===== src/rtl/ps_len_prepender.sv =====
// ps_len_prepender: store-and-forward stage that buffers one slice of up
// to MAXLEN words, emits a length header word, then replays the slice.
//
// Ports:
//   clk    - clock, rising edge
//   rst    - async reset, active low
//   i_dat  - inbound data        i_val - inbound valid
//   i_eop  - inbound end of pkt  i_rdy - inbound ready
//   o_dat  - header or payload   o_val - outbound valid
//   o_eop  - last payload word   o_rdy - outbound ready
module ps_len_prepender #(
  parameter int WIDTH  = 8,
  parameter int MAXLEN = 4
) (
  input  logic             clk,
  input  logic             rst,
  input  logic [WIDTH-1:0] i_dat,
  input  logic             i_val,
  input  logic             i_eop,
  output logic             i_rdy,
  output logic [WIDTH-1:0] o_dat,
  output logic             o_val,
  output logic             o_eop,
  input  logic             o_rdy
);

  localparam int CW = $clog2(MAXLEN + 1);
  localparam int AW = (MAXLEN > 1) ? $clog2(MAXLEN) : 1;

  localparam logic [CW-1:0] ONE  = CW'(1);
  localparam logic [CW-1:0] LAST = CW'(MAXLEN - 1);

  typedef enum logic [1:0] {
    FILL,
    HEAD,
    DRAIN
  } state_e;

  state_e        state_q, state_d;
  logic [CW-1:0] wcnt_q, wcnt_d;
  logic [CW-1:0] rcnt_q, rcnt_d;
  logic [CW-1:0] len_q, len_d;
  logic          run_q;
  logic          wr_en;

  logic [WIDTH-1:0] mem_q [MAXLEN];

  logic [AW-1:0] wa;
  logic [AW-1:0] ra;

  assign wa = wcnt_q[AW-1:0];
  assign ra = rcnt_q[AW-1:0];

  // run_q keeps i_rdy low until the first edge after reset release.
  always_ff @(posedge clk or negedge rst) begin
    if (!rst) begin
      state_q <= FILL;
      wcnt_q  <= '0;
      rcnt_q  <= '0;
      len_q   <= '0;
      run_q   <= 1'b0;
    end else begin
      state_q <= state_d;
      wcnt_q  <= wcnt_d;
      rcnt_q  <= rcnt_d;
      len_q   <= len_d;
      run_q   <= 1'b1;
    end
  end

  // Payload storage carries no reset; stale words are never read.
  always_ff @(posedge clk) begin
    if (wr_en) begin
      mem_q[wa] <= i_dat;
    end
  end

  always_comb begin
    state_d = state_q;
    wcnt_d  = wcnt_q;
    rcnt_d  = rcnt_q;
    len_d   = len_q;
    wr_en   = 1'b0;
    i_rdy   = 1'b0;
    o_val   = 1'b0;
    o_eop   = 1'b0;
    o_dat   = '0;

    unique case (state_q)
      FILL: begin
        i_rdy = run_q;
        if (i_val && run_q) begin
          wr_en  = 1'b1;
          wcnt_d = wcnt_q + ONE;
          // Close on eop or on the word that fills the buffer.
          if (i_eop || (wcnt_q == LAST)) begin
            len_d   = wcnt_q + ONE;
            state_d = HEAD;
          end
        end
      end

      HEAD: begin
        o_val = 1'b1;
        o_dat = WIDTH'(len_q);
        if (o_rdy) begin
          rcnt_d  = '0;
          state_d = DRAIN;
        end
      end

      DRAIN: begin
        o_val = 1'b1;
        o_dat = mem_q[ra];
        o_eop = (rcnt_q == (len_q - ONE));
        if (o_rdy) begin
          rcnt_d = rcnt_q + ONE;
          if (o_eop) begin
            wcnt_d  = '0;
            state_d = FILL;
          end
        end
      end

      default: begin
        state_d = FILL;
      end
    endcase
  end

endmodule


===== config.mk =====
export PLATFORM = sky130hd
export DESIGN_NAME = ps_len_prepender
export DESIGN_NICKNAME = d
export VERILOG_FILES = /design/src/rtl/ps_len_prepender.sv
export SDC_FILE = /design/constraint.sdc
export NUM_CORES = 1
export LEC_CHECK = 0
export ABC_AREA = 1
export BUFFER_PORTS_ARGS = -buffer_cell sky130_fd_sc_hd__buf_2
export CAP_MARGIN = 20
export CORE_MARGIN = 2
export CORE_UTILIZATION = 57
export CTS_CLUSTER_SIZE = 24
export DETAILED_ROUTE_END_ITERATION = 6
export MAX_ROUTING_LAYER = met4
export PLACE_DENSITY = 0.85
export SLEW_MARGIN = 30
export SYNTH_ARGS = -nofsm -noshare
export SYNTH_HDL_FRONTEND = slang
export SYNTH_SLANG_ARGS = --single-unit

===== constraint.sdc =====
create_clock -name clk -period 1.9 [get_ports clk]
set_input_delay 0 -clock clk [delete_from_list [all_inputs] [get_ports clk]]
set_output_delay 0 -clock clk [all_outputs]
set_load 0.01 [all_outputs]

==> flow_metrics.env <==
export IMPL_status="complete, no violations"
export IMPL_critPathMaxFanout=8
export IMPL_critPathKind="register to output port"
export IMPL_finalCriticalPeriod_ns=1.77
export IMPL_finalSetupViolCount=0
export IMPL_place_gp_congestion=0.827
export IMPL_numClockSinks=44
export IMPL_syn_nets=235
export IMPL_mostFrequentLayoutCells="41 x nand2_1, 33 x nor2_1, 32 x edfxtp_1"
export IMPL_hold_ws_ns=0.0945
export IMPL_initial_utilization=0.582
export IMPL_hold_path_depth=4
export IMPL_wl_per_cell_um=13.7
export IMPL_drt_total_wl_mm=4.12
export IMPL_synth_top_cell_by_area="edfxtp_1"
export IMPL_layout_nets=275
export IMPL_grt_overflow=0
export IMPL_hpwl_mm=2.87
export IMPL_die_h_um=64.7
export IMPL_rsz0062_at_grt="false"
export IMPL_avgSynthCellArea_um2=9.95
export IMPL_cts_resized=0
export IMPL_final_core_util=0.686
export IMPL_cts_root_buf="clkbuf_8"
export IMPL_first_pass_iters=4
export IMPL_antenna_left=0
export IMPL_r2r_cells=7
export IMPL_yosysWarnings=0
export IMPL_clock_path_buffers=2
export IMPL_fmax_mhz=566
export IMPL_antenna_found_initial=0
export IMPL_synth_area_leaders="edfxtp_1 46%, dfrtp_1 14%, nand2_1 7.3%"
export IMPL_coreArea_um2=3610
export IMPL_rrSetupSlack_ns=0.25
export IMPL_pin_count=24
export IMPL_fin_setup_tns_ns=0
export IMPL_hold_class="input pin to register"
export IMPL_p_leak_nw=1.11
export IMPL_grt_pass1_vias=1485
export IMPL_ys_seq_area_frac=0.601
export IMPL_cp_start_kind="register"
export IMPL_routed_via_density=5.12
export IMPL_arrival_ns=1.77
export IMPL_io_buffers=23
export IMPL_insertedDiodeCount=0
export IMPL_synth_top_cell_area_share=0.458
export IMPL_cts_buffers=5
export IMPL_mostFrequentLayoutCell="nand2_1"
export IMPL_grt_total_usage=0.230
export IMPL_p_per_area_nw_per_um2=1340
export IMPL_area_growth_pct=17.9
export IMPL_power_total_w=0.00332
export IMPL_ir_drop_mv=1.31
export IMPL_critPathCaptureType="output port"
export IMPL_cts_tree="done"
export IMPL_timing_rr_end="mem_q[0][3]"
export IMPL_min_to="rcnt_q[2]"
export IMPL_postCtsHoldBufs=9
export IMPL_drive_above_1_share=0.183
export IMPL_drcViolationCount=0
export IMPL_grt_max_degree=20
export IMPL_drt_iter0_drc=78
export IMPL_min_period_over_period=0.931
export IMPL_ctsHtreeMaxLevel=2
export IMPL_hp_start="o_rdy"
export IMPL_fp_row_count=22
export IMPL_yosysUniqueCellTypes=20
export IMPL_grt_pass1_wl_mm=6.87
export IMPL_fin_skew_ns=0.00620
export IMPL_dieArea_um2=4180
export IMPL_postSynthCellCount=211
export IMPL_ys_seq_elements=44
export IMPL_die_x_um=64.7
export IMPL_finalMaxSlewViolations=0
export IMPL_clkTransAtPathRegs_ns=0.08
export IMPL_mappedNetlistArea_um2=2100
export IMPL_worstReg2RegStart="state_q[1]"
export IMPL_maxCapViolCount=0
export IMPL_clk_latency_ns=0.30
export IMPL_finalHoldViolCount=0
export IMPL_cp_required_ns=1.90
export IMPL_postCtsSetupBuffers=0
export IMPL_vias=1536
[sequential cells by signal, summed over array words and instances, names as in the netlist]
register  cells
mem_q        32
len_q         3
rcnt_q        3
wcnt_q        3
state_q       2
run_q         1
[per-stage QoR]
stage / instance area (um2) / worst slack, ns / std cells
final: 2470 / 0.132 / 300
after global routing: 2470 / 0.00568 / 300
after CTS: 2470 / 0.129 / 300
after detailed placement: 2280 / 0.265 / 283
after global placement: 2280 / 0.386 / 283
after floorplan: 2100 / 0.201 / 211
[logic make-up after synthesis]
group | after synthesis | share of synthesized area
flops | 44 | 0.601
other cells | 1 | 0.00179
compound gates | 34 | 0.0888
buf+inv | 30 | 0.0655
simple gates | 90 | 0.173
xor+xnor | 1 | 0.00417
fa+ha+maj | 11 | 0.0656
[critical path, stage by stage (launching register included)]
cell,delay (ns)
dfrtp_1,0.39
inv_1,0.08
ha_1,0.44
nand2_1,0.23
a21oi_1,0.18
buf_2,0.15
[how the worst max path moves through the flow]
stage	from	endpoint	slack, ns	depth (start not counted)
2_1_floorplan	state_q[0]	mem_q[0][0]	0.20	6
3_3_place_gp	state_q[0]	mem_q[3][3]	0.39	7
3_5_place_dp	state_q[1]	mem_q[0][7]	0.26	7
4_1_cts	state_q[0]	o_dat[7]	0.13	5
5_1_grt	state_q[0]	o_dat[3]	0.006	5
6_report	state_q[0]	o_dat[3]	0.13	5
[power breakdown]
| group | internal [W] | switching [W] | total (W) |
|---|---|---|---|
| Sequential | 0.00119 | 0.000121 | 0.00131 |
| Clock | 0.000390 | 0.000295 | 0.000684 |
| Combinational | 0.000460 | 0.000866 | 0.00133 |
| Total | 0.00204 | 0.00128 | 0.00332 |
[synthesized netlist by cell type]
cell,number
edfxtp_1,32
xor2_1,1
o21ai_0,21
ha_1,11
buf_6,2
buf_2,1
nand2_2,5
o22ai_1,4
nand3_1,11
nor2_1,33
conb_1,1
a21oi_2,2
inv_4,2
buf_4,1
nand2_1,41
o21ai_2,1
dfrtp_1,12
inv_1,23
a21oi_1,6
inv_2,1
[final cells by class]
class	instances	area [um2]
Clock buffer	6	72.6
Clock inverter	2	35.0
Fill cell	275	1130
Inverter	26	103
Multi-Input combinational cell	137	701
Sequential cell	44	1260
Tap cell	48	60.1
Timing Repair Buffer	37	243
[metal layers]
layer | GRT usage | up-vias | part of all wire | wire [um]
met5 | - | - | 0 | 0
met4 | 0.0585 | 0 | 0.0083 | 34
met3 | 0.0573 | 4 | 0.043 | 176
met2 | 0.357 | 26 | 0.48 | 1980
met1 | 0.310 | 735 | 0.47 | 1930
li1 | - | 771 | - | -
(Power assumes the default switching activity.)
